File: config.mk
export PLATFORM = sky130hd
export DESIGN_NAME = gf_mult_host
export DESIGN_NICKNAME = d
export VERILOG_FILES = /design/src/rtl/gf_link_pkg.sv /design/src/rtl/gf_link_shifter.sv /design/src/rtl/gf_mult_host.sv
export SDC_FILE = /design/constraint.sdc
export NUM_CORES = 1
export LEC_CHECK = 0
export CAP_MARGIN = 25
export CORE_AREA = 2 2 58 60
export DETAILED_ROUTE_END_ITERATION = 7
export DIE_AREA = 0 0 60 62
export GPL_TIMING_DRIVEN = 0
export PLACE_DENSITY = 0.81
export SYNTH_ARGS = -nofsm -noshare
export SYNTH_HDL_FRONTEND = slang
export SYNTH_SLANG_ARGS = --single-unit
File: constraint.sdc
create_clock -name clk -period 3.7 [get_ports clk]
set_input_delay 1.11 -clock clk [delete_from_list [all_inputs] [get_ports clk]]
set_output_delay 1.11 -clock clk [all_outputs]
set_load 0.02 [all_outputs]
File: src/rtl/gf_link_pkg.sv
// gf_link_pkg: shared state encoding, width clamp and sizing for the GF multiplier host link.
package gf_link_pkg;

  localparam int unsigned DATA_WIDTH_DEFAULT = 2;
  localparam int unsigned RESULT_WIDTH = 2 * DATA_WIDTH_DEFAULT;

  typedef enum logic [2:0] {
    IDLE,
    SHIFT,
    RUN,
    CAPTURE,
    DONE
  } state_e;

  // A zero or oversized field width falls back to the full operand width.
  function automatic int unsigned clamp_width(input int unsigned w, input int unsigned dw);
    return (w == 0 || w > dw) ? dw : w;
  endfunction

endpackage

File: src/rtl/gf_link_shifter.sv
// gf_link_shifter: MSB-first shift register; parallel load with serial out, or serial in with parallel out.
module gf_link_shifter #(
  parameter int W = 4
) (
  input  logic         clk,
  input  logic         rst_ni,
  input  logic         load_i,
  input  logic [W-1:0] data_i,
  input  logic         shift_i,
  input  logic         ser_i,
  output logic         ser_o,
  output logic [W-1:0] par_o
);

  logic [W-1:0] sr_q, sr_d;

  always_comb sr_d = load_i ? data_i : shift_i ? ((sr_q << 1) | W'(ser_i)) : sr_q;

  always_ff @(posedge clk or negedge rst_ni)
    if (!rst_ni) sr_q <= '0;
    else sr_q <= sr_d;

  assign ser_o = sr_q[W-1];
  assign par_o = sr_q;

endmodule

File: src/rtl/gf_mult_host.sv
// gf_mult_host: host link controller that serializes operands to the sequential GF multiplier,
// runs the enable/finish handshake with a timeout, and deserializes the product.
module gf_mult_host
  import gf_link_pkg::*;
#(
  parameter int DATA_WIDTH     = 2,
  parameter int TIMEOUT_CYCLES = 1024
) (
  input  logic                          clk,
  input  logic                          resetn,
  input  logic                          start,
  input  logic [DATA_WIDTH-1:0]         op_a,
  input  logic [DATA_WIDTH-1:0]         op_b,
  input  logic [$clog2(DATA_WIDTH):0]   width,
  output logic                          busy,
  output logic                          result_valid,
  output logic [2*DATA_WIDTH-1:0]       result,
  output logic                          timeout_err,
  output logic                          link_a,
  output logic                          link_b,
  output logic                          link_enable,
  output logic [$clog2(DATA_WIDTH):0]   link_width,
  input  logic                          link_out,
  input  logic                          link_finish
);

  localparam int RW = 2 * DATA_WIDTH;
  localparam int WW = $clog2(DATA_WIDTH) + 1;
  localparam int CW = $clog2(RW);
  localparam int TW = $clog2(TIMEOUT_CYCLES + 1);

  state_e          state_q, state_d;
  logic [CW-1:0]   cnt_q, cnt_d;
  logic [TW-1:0]   wait_q, wait_d;
  logic [WW-1:0]   width_q, width_d;
  logic [WW-1:0]   link_width_q, link_width_d;
  logic [RW-1:0]   result_q, result_d;
  logic            timeout_q, timeout_d;
  logic            accept;
  logic            ser_a, ser_b;
  logic [RW-1:0]   prod;
  logic [DATA_WIDTH-1:0] unused_par_a, unused_par_b;
  logic            unused_ser_r;

  gf_link_shifter #(.W(DATA_WIDTH)) u_sh_a (
    .clk(clk), .rst_ni(resetn), .load_i(accept), .data_i(op_a),
    .shift_i(state_q == SHIFT), .ser_i(1'b0), .ser_o(ser_a), .par_o(unused_par_a)
  );

  gf_link_shifter #(.W(DATA_WIDTH)) u_sh_b (
    .clk(clk), .rst_ni(resetn), .load_i(accept), .data_i(op_b),
    .shift_i(state_q == SHIFT), .ser_i(1'b0), .ser_o(ser_b), .par_o(unused_par_b)
  );

  gf_link_shifter #(.W(RW)) u_sh_r (
    .clk(clk), .rst_ni(resetn), .load_i(1'b0), .data_i('0),
    .shift_i(state_q == CAPTURE), .ser_i(link_out), .ser_o(unused_ser_r), .par_o(prod)
  );

  always_comb begin
    state_d      = state_q;
    cnt_d        = cnt_q;
    wait_d       = wait_q;
    width_d      = width_q;
    link_width_d = link_width_q;
    result_d     = result_q;
    timeout_d    = timeout_q;
    accept       = 1'b0;
    case (state_q)
      IDLE: if (start) begin
        accept    = 1'b1;
        width_d   = WW'(clamp_width(32'(width), DATA_WIDTH));
        timeout_d = 1'b0;
        cnt_d     = '0;
        state_d   = SHIFT;
      end
      SHIFT: begin
        cnt_d = cnt_q + 1'b1;
        if (cnt_q == CW'(DATA_WIDTH - 1)) begin
          cnt_d        = '0;
          wait_d       = '0;
          link_width_d = width_q;
          state_d      = RUN;
        end
      end
      RUN: begin
        wait_d = wait_q + 1'b1;
        // finish has priority over a timeout expiring in the same cycle
        if (link_finish) begin
          cnt_d   = '0;
          state_d = CAPTURE;
        end else if (wait_q == TW'(TIMEOUT_CYCLES - 1)) begin
          timeout_d = 1'b1;
          state_d   = IDLE;
        end
      end
      CAPTURE: begin
        cnt_d = cnt_q + 1'b1;
        if (cnt_q == CW'(RW - 1)) begin
          cnt_d   = '0;
          state_d = DONE;
        end
      end
      DONE: begin
        result_d = prod;
        state_d  = IDLE;
      end
      default: state_d = IDLE;
    endcase
  end

  always_ff @(posedge clk or negedge resetn)
    if (!resetn) begin
      state_q      <= IDLE;
      cnt_q        <= '0;
      wait_q       <= '0;
      width_q      <= '0;
      link_width_q <= '0;
      result_q     <= '0;
      timeout_q    <= 1'b0;
    end else begin
      state_q      <= state_d;
      cnt_q        <= cnt_d;
      wait_q       <= wait_d;
      width_q      <= width_d;
      link_width_q <= link_width_d;
      result_q     <= result_d;
      timeout_q    <= timeout_d;
    end

  // The finished product is already complete in DONE, so present it alongside the valid pulse.
  assign result       = (state_q == DONE) ? prod : result_q;
  assign result_valid = state_q == DONE;
  assign busy         = state_q != IDLE;
  assign timeout_err  = timeout_q;
  assign link_enable  = state_q == RUN;
  assign link_width   = link_width_q;
  assign link_a       = (state_q == SHIFT) & ser_a;
  assign link_b       = (state_q == SHIFT) & ser_b;

endmodule

==> results of run 1 <==
-- state kept, by name, summed over array words and instances, names as in the netlist --
signal / cells
wait_q: 11
u_sh_r.par_o: 4
timeout_err: 1
result_q: 4
width_q: 2
state_q: 3
cnt_q: 2
u_sh_a.par_o: 2
u_sh_b.par_o: 2
link_width: 2
-- Yosys cell counts, drive strengths merged (2+ instances only) --
| library cell | count |
|---|---|
| a21o | 2 |
| a21oi | 2 |
| a22o | 6 |
| a31oi | 2 |
| and2 | 2 |
| buf | 4 |
| clkbuf | 2 |
| dfrtp | 33 |
| ha | 4 |
| inv | 7 |
| mux2 | 10 |
| mux2i | 8 |
| nand2 | 14 |
| nand3 | 8 |
| nor2 | 6 |
| nor3b | 2 |
| nor4 | 4 |
| nor4b | 2 |
| o21ai | 6 |
-- path summary, 6_finish.rpt --
path / slack (ns) / cells past startpoint / to
setup / recovery: 0.35 / 4 / result[1]
hold / removal: 0.49 / 1 / u_sh_b.par_o[1]
setup reg to reg: 1.86 / 4 / u_sh_b.par_o[0]
hold reg to reg: 0.49 / 1 / u_sh_b.par_o[1]
max in group asynchronous: 2.43 / 1 / u_sh_r.par_o[1]
min in group asynchronous: 0.81 / 1 / state_q[1]
-- where the power goes --
| part | switching (W) | internal, W | leakage, nW | total [W] |
|---|---|---|---|---|
| Clock | 0.000123 | 0.0000715 | 0.0310 | 0.000195 |
| Combinational | 0.000288 | 0.000272 | 0.380 | 0.000560 |
| Sequential | 0.0000662 | 0.000466 | 0.427 | 0.000532 |
| Total | 0.000477 | 0.000810 | 0.838 | 0.00129 |
-- metrics by stage --
step	cells	setup WS (ns)	instance area (sq um)	hold WS [ns]	total power, W
6_report	219	0.3466	1943	0.4853	0.001287
5_1_grt	219	0.2408	1943	0.5219	0.001387
4_1_cts	219	0.3270	1943	0.4873	0.001303
3_5_place_dp	211	0.7329	1888	0.4610	0.001105
3_3_place_gp	211	0.7402	1893	0.4537	0.001075
2_1_floorplan	143	1.108	1615	0.4408	0.0009237
-- kinds of logic after synthesis --
group,after synthesis,synth area share (%)
compound gates,25,10.85
flops,33,51.12
mux,18,11.93
buf+inv,14,5.112
fa+ha+maj,4,3.098
simple gates,48,17.35
xor+xnor,1,0.5423
-- routing by layer --
metal / GRT usage, % / vias up
met5: 0 / -
met4: 7.619 / 0
met3: 6.832 / 8
met2: 33.54 / 40
met1: 23.13 / 566
li1: - / 572
-- layout by cell type (no fill, tap or decap), drive strengths merged, types with 7 or more instances in the layout --
cell,instances
inv,7
mux2i,8
mux2,10
clkdlybuf4s50,21
nand2,14
clkbuf,7
nand3,8
dfrtp,33
-- cell type report --
class | count | area [sq um] | area share, %
well taps | 46 | 57.56 | 2.962
multi-input cells | 96 | 706.9 | 36.38
clock inverters | 3 | 17.52 | 0.9015
plain buffers | 6 | 52.55 | 2.704
flip-flops and latches | 33 | 825.8 | 42.50
clock buffers | 5 | 37.54 | 1.932
inverters | 8 | 30.03 | 1.545
repair buffers | 22 | 215.2 | 11.08
-- worst register-to-register path, delay by kind of cell (launching register included) --
| kind | cells | cell delay [ns] |
|---|---|---|
| compound gates | 1 | 0.24 |
| buf+inv | 1 | 0.19 |
| flops | 1 | 0.40 |
| simple gates | 2 | 0.91 |
==> metrics.cfg, run 1 <==
[yosys]
syn_area_sq_um=1615
synthFlopType=dfrtp_1
synth-async-reset-ratio_pct=100.0
synth_top_cell_by_area=dfrtp_1
ys_seq_elements=33
synthDistinctLibCells=44
avgSynthCellArea_sq_um=11.30
synth_area_leaders=dfrtp_1 (51%), mux2_2 (7.0%), mux2i_1 (5.0%)
ys_seq_area_share_pct=51.12
synthesis.nets=158
synth_edf_count=0
syn_inst=143
ys_warn_count=0
synth_top_area_share_pct=51.12

[routing]
vias_per_cell=5.416
dr.first_iter.drc_count=64
firstDrtPassIters=4
route.detailed.drc=0
top_layer=met4
antenna_left=0
wl_met3_um=163
wirelength_met1_mm=1.285
wl_mm=3.005
post_drt_wl_per_cell_um=13.72
wl_met2_mm=1.507
vias=1186

[power]
p_per_area_nw_per_um2=662.3
leakage_nw=0.8380
ir_drop_mv=0.3536

[clock_network]
cts_resized=0
cts_sinks=33
clk_latency_ns=0.34
post-cts-setup-buffer-count=0
cts_root_buf=clkbuf_4
htreeDepth=2
clockBufferDepth=2
cts-hold-fix-buffers=0
cts_tree=done
cts_made_buffers=5
cts.reportedPaths.clkPinSlew_ns=0.11

[grt]
grt_pass1_wl_mm=5.333
grt_max_degree=34
antenna_found_initial=0
grt_usage_pct=19.73
grt_overflow_total=0
grt_pass1_vias=1216

[min_path]
min-delay-start=u_sh_b.par_o[1]
hp-class=flop to flop

[place]
place_congestion=0.8106
numPortBuffers=22
hpwl_mm=2.232

[run]
cap_violations=0

[sta]
worstMarginPinSlew_ns=0.8131
finalSetupViolCount=0
finalHoldViolations=0
max_slew_margin_pct=45.65
post-route-period-util_pct=90.63
slew_viol_final=0
finalCriticalPeriod_ns=3.353
fin_tns_setup_ns=0
skew_ns=0.01207
grt_setup_unrepaired=no
fmax_mhz=298.2

[worst_setup_path]
worstSetupPathType=flop to primary output
cpLargestDelayFamily=buffers and inverters
max_stage_delay_ns=0.55
cp.required_ns=2.59
crit_fanout=10
path_buf_inv=2
cp_slowest_cell=clkdlybuf4s50_1
startpoint=state_q[1]
rr_startpoint=state_q[1]
end_kind=primary output
critPathLaunchType=flop
arrival_ns=2.24
path_cells=buf_2 -> nor3b_2 -> mux2_2 -> clkdlybuf4s50_1

[die]
rows=21
die_x_um=60
die_area_sq_um=3720
core-area_sq_um=3179
io_pins=23
die_height_um=62
start_util_pct=50.81

[layout]
area_growth_pct=20.29
nets=187
fin_util_pct=61.12
drive_above_1_share_pct=16.18
n_antenna_cell=0
num-fill-cells=271

[outcome]
outcome=finished clean

Note: power is estimated with default switching activity, not from simulation.
==> inputs of run 2 (changes only) <==
--- a/config.mk
+++ b/config.mk
@@ -7,6 +7,7 @@
 export LEC_CHECK = 0
 export CAP_MARGIN = 25
 export CORE_AREA = 2 2 58 60
+export CTS_BUF_LIST = sky130_fd_sc_hd__clkbuf_16
 export DETAILED_ROUTE_END_ITERATION = 7
 export DIE_AREA = 0 0 60 62
 export GPL_TIMING_DRIVEN = 0
==> run 2 against run 1 <==
Against the previous run: sequential cell count is the same; clock skew shrank 0.0092 ns; hold slack lost 0.012 ns; total power grew 16%; first-iteration DRC count grew 1.6%; global-route usage grew 0.58 points; core utilization grew 2.8 points; final cell count is the same; largest power group unchanged.
==> metrics.cfg, run 2 (synthesized netlist as in run 1, its figures left out) <==
[die]
core-area_sq_um=3179  ; unchanged
die_x_um=60  ; unchanged
die_height_um=62  ; unchanged
die_area_sq_um=3720  ; unchanged
io_pins=23  ; unchanged
rows=21  ; unchanged
start_util_pct=50.81  ; unchanged

[worst_setup_path]
end_kind=primary output  ; unchanged
max_stage_delay_ns=0.55  ; about the same
r2r_slack_ns=1.84  ; was 1.86 ns
cpLargestDelayFamily=buffers and inverters  ; unchanged
cp.required_ns=2.59  ; about the same
path_buf_inv=2  ; unchanged
reg2reg_depth=4  ; unchanged
rr_startpoint=state_q[1]  ; unchanged
worstSetupPathType=flop to primary output  ; unchanged
r2r-end=u_sh_b.par_o[0]  ; unchanged
arrival_ns=2.16  ; was 2.24 ns
path_cells=buf_2 -> nor3b_2 -> mux2_2 -> clkdlybuf4s50_1  ; unchanged
cp_slowest_cell=clkdlybuf4s50_1  ; unchanged
crit_fanout=10  ; unchanged
critPathLaunchType=flop  ; unchanged

[clock_network]
post-cts-setup-buffer-count=0  ; unchanged
cts_tree=done  ; unchanged
cts_resized=0  ; unchanged
cts_made_buffers=5  ; unchanged
clk_latency_ns=0.27  ; was 0.34 ns
htreeDepth=2  ; unchanged
cts-hold-fix-buffers=0  ; unchanged
clockBufferDepth=2  ; unchanged
cts.reportedPaths.clkPinSlew_ns=0.05  ; was 0.11 ns
cts_root_buf=clkbuf_16  ; was clkbuf_4
cts_sinks=33  ; unchanged

[min_path]
min_path_cells=1  ; unchanged
min-delay-start=u_sh_b.par_o[1]  ; unchanged
holdPathEnd=u_sh_b.par_o[1]  ; unchanged
hp-class=flop to flop  ; unchanged

[sta]
finalSetupViolCount=0  ; unchanged
slew_viol_final=0  ; unchanged
holdWs_ns=0.4734  ; was 0.4853 ns
skew_ns=0.002896  ; was 0.01207 ns
post-route-period-util_pct=88.33  ; was 90.63%
grt_setup_unrepaired=no  ; unchanged
worstMarginPinSlew_ns=0.8540  ; was 0.8131 ns
finalHoldViolations=0  ; unchanged
finalCriticalPeriod_ns=3.268  ; was 3.353 ns
fin_tns_setup_ns=0  ; unchanged
max_slew_margin_pct=42.92  ; was 45.65%
final.setup.worst_slack_ns=0.4319  ; was 0.3466 ns
fmax_mhz=306.0  ; was 298.2 MHz

[routing]
antenna_left=0  ; unchanged
wl_mm=3.157  ; was 3.005 mm
dr.first_iter.drc_count=65  ; was 64
post_drt_wl_per_cell_um=14.42  ; was 13.72 um
firstDrtPassIters=4  ; unchanged
vias=1190  ; was 1186
route.detailed.drc=0  ; unchanged
vias_per_cell=5.434  ; was 5.416

[power]
pwr-share-comb_pct=37.9  ; was 43.5%
power.share.switching_pct=33.78  ; was 37.08%
p_per_area_nw_per_um2=733.4  ; was 662.3 nW/um^2
ir_drop_mv=0.3958  ; was 0.3536 mV
p_seq_share_pct=36.0  ; was 41.4%
p_sw_w=0.0005030  ; was 0.0004772 W
power.share.clock_pct=26.1  ; was 15.1%
internal_power_w=0.0009862  ; was 0.0008096 W
leakage_nw=0.8766  ; was 0.8380 nW

[layout]
area_growth_pct=25.72  ; was 20.29%
nets=187  ; unchanged
drive_above_1_share_pct=16.18  ; unchanged
final_cell_mix=dfrtp_1 (33), clkdlybuf4s50_1 (21), nand2_1 (14)  ; unchanged
final_common_cell=dfrtp_1  ; unchanged
largest-register=wait_q  ; unchanged
largest_register_ffs=11  ; unchanged
n_antenna_cell=0  ; unchanged

[grt]
antenna_found_initial=0  ; unchanged
grt_overflow_total=0  ; unchanged
grt_max_degree=34  ; unchanged
grt_pass1_vias=1248  ; was 1216
grt_pass1_wl_mm=5.437  ; was 5.333 mm
grt_usage_pct=20.32  ; was 19.73%

[place]
hpwl_mm=2.232  ; unchanged
place_ws_ns=0.7329  ; unchanged
place_congestion=0.8106  ; unchanged
numPortBuffers=22  ; unchanged

[outcome]
outcome=finished clean  ; unchanged

[run]
cap_violations=0  ; unchanged

[run 2: worst register-to-register path, cell delays in order, from the launching register on]
cell and delay [ns]:
dfrtp_1 0.38, buf_2 0.19, nor4b_2 0.73, nor2_1 0.21
a22o_1 0.24
[run 2: per-layer routing]
metal | vias up | GRT usage, % | part of all wire, %
li1 | 570 | - | -
met1 | 588 | 22.19 | 41
met2 | 30 | 35.56 | 54
met3 | 2 | 7.453 | 5.3
met4 | 0 | 8.889 | 0.32
met5 | - | 0 | 0
[run 2: metrics by stage]
| stage | total power (W) | cell area [sq um] | utilization (%) | std cells |
|---|---|---|---|---|
| after floorplan | 0.0009237 | 1615 | - | 143 |
| after global placement | 0.001075 | 1893 | 59.54 | 211 |
| after detailed placement | 0.001105 | 1888 | 59.39 | 211 |
| after CTS | 0.001508 | 2031 | 63.87 | 219 |
| after global routing | 0.001590 | 2031 | 63.87 | 219 |
| final | 0.001489 | 2031 | 63.87 | 219 |
[run 2: power by group through the flow]
| stage | Clock (W) | Sequential [W] | Combinational (W) |
|---|---|---|---|
| 2_1_floorplan | 0 | 0.000532 | 0.000391 |
| 5_1_grt | 0.000415 | 0.000548 | 0.000627 |
| 3_3_place_gp | 0 | 0.000531 | 0.000544 |
| 4_1_cts | 0.000397 | 0.000536 | 0.000574 |
| 6_report | 0.000389 | 0.000536 | 0.000564 |
| 3_5_place_dp | 0 | 0.000539 | 0.000566 |
[run 2: worst max path at each step]
stage	from	end	slack (ns)	cells after the start
detailed placement	state_q[1]	result[1]	0.73	4
global route	state_q[1]	link_b	0.34	4
global placement	state_q[1]	result[3]	0.74	4
finish	state_q[1]	result[1]	0.43	4
CTS	state_q[1]	result[1]	0.42	4
floorplan	state_q[1]	result[0]	1.11	3
[run 2: cell type report]
cell class | count | area (sq um)
plain buffers | 6 | 52.55
clock buffers | 5 | 125.1
clock inverters | 3 | 17.52
fillers | 264 | 1149
inverters | 8 | 30.03
multi-input cells | 96 | 706.9
flip-flops and latches | 33 | 825.8
well taps | 46 | 57.56
repair buffers | 22 | 215.2
==> inputs of run 3 (changes only) <==
--- a/config.mk
+++ b/config.mk
@@ -10,8 +10,10 @@
 export CTS_BUF_LIST = sky130_fd_sc_hd__clkbuf_16
 export DETAILED_ROUTE_END_ITERATION = 7
 export DIE_AREA = 0 0 60 62
+export GPL_ROUTABILITY_DRIVEN = 1
 export GPL_TIMING_DRIVEN = 0
 export PLACE_DENSITY = 0.81
+export SKIP_CTS_REPAIR_TIMING = 1
 export SYNTH_ARGS = -nofsm -noshare
 export SYNTH_HDL_FRONTEND = slang
 export SYNTH_SLANG_ARGS = --single-unit
==> results of run 3 <==
The final DEF is identical to that of run 2; final timing and power are the same.
